File: config.mk
export PLATFORM = sky130hd
export DESIGN_NAME = hex_display_scan_flat
export DESIGN_NICKNAME = d
export VERILOG_FILES = /design/src/rtl/hex_display_scan_pkg.sv /design/src/rtl/hex_display_scan_if.sv /design/src/rtl/hex_display_scan_sync.sv /design/src/rtl/hex_display_scan.sv /design/src/flat_wrapper.sv
export SDC_FILE = /design/constraint.sdc
export NUM_CORES = 1
export LEC_CHECK = 0
export CAP_MARGIN = 20
export CORE_MARGIN = 10
export CORE_UTILIZATION = 55
export DETAILED_ROUTE_END_ITERATION = 10
export DONT_BUFFER_PORTS = 1
export PLACE_DENSITY = 0.73
export SLEW_MARGIN = 0
export SYNTH_ARGS = -nofsm -noshare
export SYNTH_HDL_FRONTEND = slang
export SYNTH_SLANG_ARGS = --single-unit
File: constraint.sdc
create_clock -name clk -period 2.3 [get_ports clk]
set_input_delay 0.345 -clock clk [delete_from_list [all_inputs] [get_ports clk]]
set_output_delay 0.345 -clock clk [all_outputs]
set_load 0.1 [all_outputs]
File: src/rtl/hex_display_scan_pkg.sv
// Shared display types and the hex-to-segment decoder used by scan consumers.
package btc_disp_pkg;

    // Segment vector {g,f,e,d,c,b,a}, active-low (0 = segment lit).
    typedef logic [6:0] seg7_t;

    localparam seg7_t SEG_BLANK = 7'h7F;

    // Active-low common-anode glyphs for 0-F.
    function automatic seg7_t hex_to_seg(input logic [3:0] nib);
        seg7_t seg;
        case (nib)
            4'h0: seg = 7'h40;
            4'h1: seg = 7'h79;
            4'h2: seg = 7'h24;
            4'h3: seg = 7'h30;
            4'h4: seg = 7'h19;
            4'h5: seg = 7'h12;
            4'h6: seg = 7'h02;
            4'h7: seg = 7'h78;
            4'h8: seg = 7'h00;
            4'h9: seg = 7'h10;
            4'hA: seg = 7'h08;
            4'hB: seg = 7'h03;
            4'hC: seg = 7'h46;
            4'hD: seg = 7'h21;
            4'hE: seg = 7'h06;
            default: seg = 7'h0E;
        endcase
        return seg;
    endfunction

endpackage

File: src/rtl/hex_display_scan_if.sv
// Load channel for the display value.
// Handshake: a transfer happens on every clk edge where load_valid and load_ready
// are both 1. The master holds load_data stable and keeps load_valid high until
// that edge; load_ready may drop only as a result of a transfer.
interface hex_display_scan_if #(
    parameter int N_DIGITS = 8
);
    logic                    load_valid;
    logic [4*N_DIGITS-1:0]   load_data;
    logic                    load_ready;

    modport master (output load_valid, output load_data, input load_ready);
    modport slave  (input load_valid, input load_data, output load_ready);
endinterface

File: src/rtl/hex_display_scan_sync.sv
// Three-flop synchroniser with rising-edge detect for slow divided ticks.
// One rise_pulse per async_in rising edge, regardless of how long it stays high.
module tick_edge_sync (
    input  logic clk,
    input  logic reset,
    input  logic async_in,
    output logic rise_pulse
);
    logic r_s1, r_s2, r_s3;

    // Shift the asynchronous tick through the synchroniser chain.
    always_ff @(posedge clk or negedge reset) begin
        if (!reset) begin
            r_s1 <= 1'b0;
            r_s2 <= 1'b0;
            r_s3 <= 1'b0;
        end else begin
            r_s1 <= async_in;
            r_s2 <= r_s1;
            r_s3 <= r_s2;
        end
    end

    assign rise_pulse = r_s2 & ~r_s3;
endmodule

File: src/rtl/hex_display_scan.sv
// Multiplexed common-anode 7-segment scanner. Each synchronised tick advances one
// digit; new values arrive over a valid/ready channel and are swapped in only at
// the wrap from the last digit to digit 0 so a frame never shows mixed values.
module hex_display_scan
    import btc_disp_pkg::*;
#(
    parameter int N_DIGITS = 8,
    parameter bit BLANK_LZ = 1'b1,
    localparam int IDX_W   = (N_DIGITS > 1) ? $clog2(N_DIGITS) : 1
) (
    input  logic                 clk,
    input  logic                 reset,
    input  logic                 tick_in,
    hex_display_scan_if.slave    load_if,
    output logic [N_DIGITS-1:0]  an,
    output seg7_t                seg,
    output logic                 frame_done,
    output logic [IDX_W-1:0]     dbg_digit_idx,
    output logic                 dbg_pending
);
    localparam logic [IDX_W-1:0] LAST_IDX = IDX_W'(N_DIGITS - 1);

    logic                    w_tick;
    logic                    w_wrap;
    logic                    w_accept;
    logic [IDX_W-1:0]        r_idx;
    logic                    r_frame_done;
    logic                    r_pending;
    logic [4*N_DIGITS-1:0]   r_pending_val;
    logic [4*N_DIGITS-1:0]   r_shown;
    logic [N_DIGITS-1:0]     r_an;
    seg7_t                   r_seg;
    logic [3:0]              w_nibs [N_DIGITS];
    logic [N_DIGITS-1:0]     w_upper_zero;
    logic                    w_blank;
    logic [N_DIGITS-1:0]     w_an_next;
    seg7_t                   w_seg_next;

    tick_edge_sync u_sync (
        .clk        (clk),
        .reset      (reset),
        .async_in   (tick_in),
        .rise_pulse (w_tick)
    );

    assign w_wrap             = w_tick & (r_idx == LAST_IDX);
    assign load_if.load_ready = ~r_pending;
    assign w_accept           = load_if.load_valid & ~r_pending;

    // Digit counter with explicit wrap (safe for non-power-of-two digit counts).
    always_ff @(posedge clk or negedge reset) begin
        if (!reset) begin
            r_idx        <= '0;
            r_frame_done <= 1'b0;
        end else begin
            r_frame_done <= w_wrap;
            if (w_tick) begin
                r_idx <= (r_idx == LAST_IDX) ? '0 : r_idx + 1'b1;
            end
        end
    end

    // Load buffer: hold one value until the frame wraps; a load arriving exactly on
    // an idle wrap goes straight to the display.
    always_ff @(posedge clk or negedge reset) begin
        if (!reset) begin
            r_pending     <= 1'b0;
            r_pending_val <= '0;
            r_shown       <= '0;
        end else begin
            if (w_wrap && r_pending) begin
                r_shown   <= r_pending_val;
                r_pending <= 1'b0;
            end else if (w_wrap && w_accept) begin
                r_shown <= load_if.load_data;
            end else if (w_accept) begin
                r_pending_val <= load_if.load_data;
                r_pending     <= 1'b1;
            end
        end
    end

    // Split the shown word into nibbles and find which digits sit in the leading-zero run.
    always_comb begin
        w_upper_zero = '0;
        for (int k = 0; k < N_DIGITS; k++) begin
            w_nibs[k] = r_shown[4*k +: 4];
        end
        w_upper_zero[N_DIGITS-1] = (w_nibs[N_DIGITS-1] == 4'h0);
        for (int k = N_DIGITS - 2; k >= 0; k--) begin
            w_upper_zero[k] = w_upper_zero[k+1] & (w_nibs[k] == 4'h0);
        end
    end

    // Next anode/segment pattern for the current digit; digit 0 is never blanked.
    always_comb begin
        w_blank = BLANK_LZ && (r_idx != '0) && w_upper_zero[r_idx];
        for (int k = 0; k < N_DIGITS; k++) begin
            w_an_next[k] = (r_idx != IDX_W'(k));
        end
        w_seg_next = w_blank ? SEG_BLANK : hex_to_seg(w_nibs[r_idx]);
    end

    // Register an and seg together so they always switch on the same edge.
    always_ff @(posedge clk or negedge reset) begin
        if (!reset) begin
            r_an  <= '1;
            r_seg <= SEG_BLANK;
        end else begin
            r_an  <= w_an_next;
            r_seg <= w_seg_next;
        end
    end

    assign an            = r_an;
    assign seg           = r_seg;
    assign frame_done    = r_frame_done;
    assign dbg_digit_idx = r_idx;
    assign dbg_pending   = r_pending;
endmodule

File: src/flat_wrapper.sv
// flat-port wrapper written by rule: the top's interface ports become plain ports
module hex_display_scan_flat import btc_disp_pkg::*;
#(
    parameter int N_DIGITS = 8,
    parameter bit BLANK_LZ = 1'b1,
    localparam int IDX_W   = (N_DIGITS > 1) ? $clog2(N_DIGITS) : 1
)
  (clk, reset, tick_in, an, seg, frame_done, dbg_digit_idx, dbg_pending, load_if_load_valid, load_if_load_data, load_if_load_ready);
  hex_display_scan_if #(.N_DIGITS(N_DIGITS)) load_if_i ();
  input  logic clk;
  input  logic reset;
  input  logic tick_in;
  output logic [N_DIGITS-1:0] an;
  output seg7_t seg;
  output logic frame_done;
  output logic [IDX_W-1:0] dbg_digit_idx;
  output logic dbg_pending;
  input wire logic [$bits(load_if_i.load_valid)-1:0] load_if_load_valid;
  input wire logic [$bits(load_if_i.load_data)-1:0] load_if_load_data;
  output wire logic [$bits(load_if_i.load_ready)-1:0] load_if_load_ready;
  assign load_if_i.load_valid = load_if_load_valid;
  assign load_if_i.load_data = load_if_load_data;
  assign load_if_load_ready = load_if_i.load_ready;
  hex_display_scan #(.N_DIGITS(N_DIGITS), .BLANK_LZ(BLANK_LZ)) u_core (.clk(clk), .reset(reset), .tick_in(tick_in), .load_if(load_if_i), .an(an), .seg(seg), .frame_done(frame_done), .dbg_digit_idx(dbg_digit_idx), .dbg_pending(dbg_pending));
endmodule
* Word level (Yosys, flattened, before mapping)
Memories as Yosys holds them, arrays and structs flattened.
Index checks and enable logic that the tools add are counted.
** Word-level totals
- Output and inout port bits :: 21
- Logic and storage cells :: 66
- Bits in read-only memories :: 112
- Bits in latches :: 0
- RAM bits :: 0
- Register bits after elaboration :: 87
- Memories kept :: 1
- Input port bits :: 36
** Cells by class
- Add/sub/neg operators :: 1
- Muxes and demuxes :: 12
- Equality and inequality tests :: 9
- $lt $le $gt $ge :: 2
- Reductions and logical operators :: 16
- Shift-type cells :: 0
- Divide/modulo/power cells :: 0
- $mul :: 0
- Bitwise logic cells :: 15
** Memory list
- (no name shown) :: words 16, width 7, read ports 1, clocked after Yosys merged registers in 0, write ports 0, RTL line hex_display_scan_pkg.sv:12 : case (nib)
** Operator list (number)
- 32-bit two-way mux :: 2
- 4-bit zero test :: 8
- 4-bit binary-select mux with 3-bit select :: 1
- 3-bit inequality test (second input constant) :: 4
- 1-bit AND :: 10
- 4-bit two-way mux :: 2
- 7-bit two-way mux :: 1
- 3-bit by 2-bit inequality test with 1-bit output (second input constant) :: 2
- 4-bit greater-or-equal comparator (second input constant) :: 1
- 3-bit by 4-bit less-than comparator with 1-bit output (second input constant) :: 1
- 1-bit two-way mux :: 4
- 1-bit NOT :: 4
- 3-bit NOT with 4-bit output :: 1
- 2-bit nonzero test :: 2
- 3-bit by 1-bit adder with 3-bit output (second input constant) :: 1
- 1-bit binary-select mux with 3-bit select :: 1
- 3-bit == test (second input constant) :: 1
- 1-bit logical AND :: 3
- 3-bit two-way mux :: 1
- 3-bit by 1-bit inequality test with 1-bit output (second input constant) :: 1
- 3-bit AND reduction :: 1
- 3-bit nonzero test :: 1
- 2-bit by 1-bit inequality test with 1-bit output (second input constant) :: 1
- 2-bit AND reduction :: 1

* Depth between registers and ports, before layout
- Word-level depth :: 12
- Depth in mapped cells :: 9
- Mapped depth without buffers :: 8

* Cells and area by module
A second synthesis with hierarchy kept.
** Unflattened totals
- Cells, all modules :: 360
- Area total of the unflattened synthesis :: 4093.9 um^2
** By module, submodules not included
- hex_display_scan :: area an instance 4005.1 um^2, instances 1, cells each 356, seq. area each 2120.8 um^2
- tick_edge_sync :: area an instance 88.8 um^2, instances 1, cells each 4, seq. area each 75.1 um^2

* Worst setup path after synthesis
OpenSTA, ideal clock, no wires.
- Kind :: reg2reg
- From :: register u_core.r_idx[0], in the netlist u_core.dbg_digit_idx[0]
- To :: register u_core.r_seg[2], in the netlist u_core.seg[2]
- Setup time :: 111 ps
- Period minus slack after synthesis :: 2920 ps
- Required time :: 2189 ps
- Data arrival time :: 2809 ps
- Stages on the path, launching flop included :: 7
- Buffers on the path :: 1
- Slack :: -620 ps
- Cells stage by stage :: dfrtp_1 > buf_6 > mux4_1 > mux2i_1 > inv_1 > ha_1 > o311ai_0
** On the way
- Cells in the longest elaborated chain, start to end :: 6
- Elaborated cells between the ends (all ways) :: 10
- Classes of those cells :: 6 x mux; 1 x bitwise; 2 x reduce/logical; 1 x memory
** Ends and longest elaborated chain
- start, declared :: RTL line hex_display_scan.sv:26 : logic [IDX_W-1:0] r_idx;
- start signal, assigned :: RTL line hex_display_scan.sv:58 : r_idx <= (r_idx == LAST_IDX) ? '0 : r_idx + 1'b1;
- 3-bit NOT with 4-bit output (not written as such) :: RTL line hex_display_scan.sv:101 : w_seg_next = w_blank ? SEG_BLANK : hex_to_seg(w_nibs[r_idx]);
- 4-bit binary-select mux with 3-bit select :: RTL line hex_display_scan.sv:101
- 4-bit two-way mux (not written as such) (2 in a row) :: RTL line hex_display_scan.sv:101
- memory read 16 x 7 bit
- 7-bit two-way mux (*) :: RTL line hex_display_scan.sv:101
- via u_core.w_seg_next[2] :: RTL line hex_display_scan.sv:37 : seg7_t w_seg_next;
- end signal, assigned :: RTL line hex_display_scan.sv:111 : r_seg <= w_seg_next;
- end, declared :: RTL line hex_display_scan.sv:32 : seg7_t r_seg;
Mark *: on every way through the listed nets, which the timed path passes. The rest lies on a longest branch. The select of a mux whose other input is x is not followed.
A chain may end at the register's enable or synchronous reset.

* Worst setup path in the final report
Same ends and word-level chain as after synthesis.

==> impl_metrics.csv <==
group,metric,value,unit
status,status,"finished with violations",
status,violations,"hold timing",
place,placed_area,4323,um2
worst_setup_path,path_cells,"mux4_2 -> mux2i_4 -> inv_1 -> ha_1 -> o311ai_0",
worst_setup_path,r2r-start,"u_core.dbg_digit_idx[0]",
global_route,grt_pass1_wl,13910,um
pwr,leakagePower,1.953,nW
clock_tree,clockBufferDepth,2,
worst_setup_path,slowest_delay,0.55,ns
sta,holdWs,-0.3247,ns
clock_tree,clk_pin_slew,0.08,ns
routing,post_drt_wl_per_cell,17.60,um
floorplan,ioPinCount,57,
place,portBuffers,0,
clock_tree,cts_resized,0,
clock_tree,cts_tree,"yes",
clock_tree,post-cts-setup-buffers,0,
synth,ys_ff_latch,87,
clock_tree,htree_levels,3,
worst_setup_path,reg2reg_slack,0.14,ns
worst_setup_path,required,2.54,ns
sta,finalSetupViolCount,0,
worst_setup_path,regToRegEndpoint,"u_core.seg[2]",
sta,finalCritPeriodShare,94.11,%
synth,syn_area,4164,um2
place,post-dp-hpwl,6094,um
sta,fmax,462.0,MHz
routing,num_vias,2791,
synth,syn_avg_cell_area,11.16,um2
sta,skew,0.01317,ns
floorplan,start_util,57.10,%
global_route,grt_pass1_vias,2734,
sta,drv_slew,0,
worst_setup_path,worstSetupStartpointType,"flop",
pwr,vdd_drop_max,0.6150,mV
floorplan,rows,31,
synth,synthCells,373,
finish,diodes,0,
sta,min_period,2.164,ns
synth,synth_edf_count,0,
global_route,grt.overflow.total,0,
synth,synth-warning-count,0,
synth,ys_types,38,
floorplan,die_w,107.0,um
finish,stdcell_count,477,
global_route,track_usage,15.16,%
routing,drt_iter0_drc,144,
sta,hold_viol,87,
finish,area_delta_synth_final,8.083,%
clock_tree,numCtsBuffers,9,
run,drv_cap,0,
worst_setup_path,rr_worst_depth,5,
worst_setup_path,critPathMaxFanout,13,
finish,fill_cells,614,
hold_path,hold_class,"in2async",
synth,ys_async_sr_fraction,100.0,%
synth,synth-main-ff-cell,"dfrtp_1",
finish,final_nets,421,
routing,routed_via_density,5.851,
routing,antenna_left,0,
sta,worstMarginPinSlew,0.5407,ns
worst_setup_path,cp_slowest_cell,"mux4_2",
clock_tree,cts_root_buf,"clkbuf_8",
worst_setup_path,crit_path_end_kind,"flop",
sta,rsz0062_at_grt,"no",
clock_tree,ctsHoldBuffers,1,
finish,final_layout_size_suffix_gt1_share,24.07,%
place,gp_congestion,0.8862,
global_route,antenna_found_initial,0,
clock_tree,clk_latency,0.36,ns
worst_setup_path,worst-setup-path-type,"reg2reg",
sta,fin_tns_setup,0,ns
synth,synth_nets,421,
routing,remaining_drc_errors,0,
finish,layout_commonest_cell,"dfrtp_1",
pwr,p_per_area,1571,nW/um2
worst_setup_path,cp.arrival,2.41,ns
global_route,grt_max_degree,88,
floorplan,die_area,11450,um2
routing,wirelength,8394,um
floorplan,core_area,7292,um2
routing,dr.pass1.iters,4,
floorplan,fp.dieH,107.0,um
finish,layout_common_cells,"68 x dfrtp_1, 53 x nand2_1, 36 x o21ai_0, 32 x and2_1, 32 x mux2_2",
sta,relSlewSlack,63.92,%
place,placed_cells,460,
finish,final_area,4501,um2
synth,seq_area_frac_synth,52.73,%
clock_tree,clock-sinks,87,
[synthesized netlist by cell type (2+ instances only)]
master    number  share of area (%)
nor2b_1        3               0.45
nor2_1         6               0.54
dfrtp_1       72                 43
nor4_1         8                1.2
clkbuf_1      16                1.4
mux2i_4        2                1.1
dfstp_2       15                9.5
o21ai_0       36                4.3
mux4_2         3                1.6
buf_6          2               0.54
nand2_1       53                4.8
mux4_1         5                3.2
o211ai_1       3               0.54
ha_1          12                3.6
and2_1        32                4.8
mux2_2        32                8.7
buf_2          4               0.48
o21ai_1        2               0.24
nand3_1        5               0.60
a31oi_1       31                4.7
mux2i_1        2               0.48
inv_1         11               0.99
a21oi_1        3               0.36
[state kept, by name (all words and copies together) (netlist names), 3 cells and up]
name                  cells
u_core.r_pending_val     32
u_core.seg                7
u_core.dbg_digit_idx      3
u_core.an                 8
u_core.r_shown           32
[final cells by class]
type	count	area, um2	area share, %
sequential	87	2208	49.07
multi-input combinational	250	1818	40.39
clock buffer	12	145.1	3.225
timing repair buffer	13	137.6	3.058
tap	99	123.9	2.752
inverter	12	45.04	1.001
clock inverter	4	22.52	0.5004
[worst max-delay path by stage]
stage,slack (ns),cells past startpoint,end,start
after CTS,0.14,5,u_core.seg[2],u_core.dbg_digit_idx[0]
after global placement,0.23,5,u_core.seg[2],u_core.dbg_digit_idx[0]
after global routing,0.03,6,u_core.seg[0],u_core.dbg_digit_idx[1]
final,0.14,5,u_core.seg[2],u_core.dbg_digit_idx[0]
after detailed placement,0.16,5,u_core.seg[2],u_core.dbg_digit_idx[0]
after floorplan,0.005,6,u_core.seg[2],u_core.dbg_digit_idx[0]
[metal layers]
metal  GRT usage [%]  vias to the layer above  share of wire (%)
met2           23.53                       69                 48
met1           18.29                     1392                 43
met3           6.946                       12                7.6
li1                -                     1318                  -
met5               0                        -                  0
met4           5.222                        0                1.5
[power breakdown]
group	switching, mW	internal [mW]	leakage, nW
Combinational	1.35	1.29	0.811
Sequential	1.19	2.31	1.06
Clock	0.515	0.417	0.0861
[through the flow]
stage	util, %	hold slack (ns)	power (mW)	worst slack (ns)
finish	61.72	-0.3247	7.070	0.1355
global route	61.72	-0.3491	7.553	0.03239
CTS	61.72	-0.3462	7.128	0.1430
detailed placement	59.28	0.05301	6.190	0.1634
global placement	59.28	0.05409	6.066	0.2285
floorplan	-	0.04941	5.594	0.005475
[cells by family (layout without fill, tap and decap cells)]
kind of cell	count (synthesis)	in the layout	synth area share, %
and+or+nand+nor	111	111	13.01
DFF	87	87	52.73
AOI/OAI and AO/OA	83	83	11.84
muxes	44	44	14.99
buffers and inverters	36	41	3.816
adders and majority gates	12	12	3.606
[critical path, delay by kind of cell (launching register included)]
kind	cells	cell delay (ns)
compound gates	1	0.37
fa+ha+maj	1	0.25
buf+inv	1	0.10
flops	1	0.53
mux	2	0.81
(Power assumes the default switching activity.)
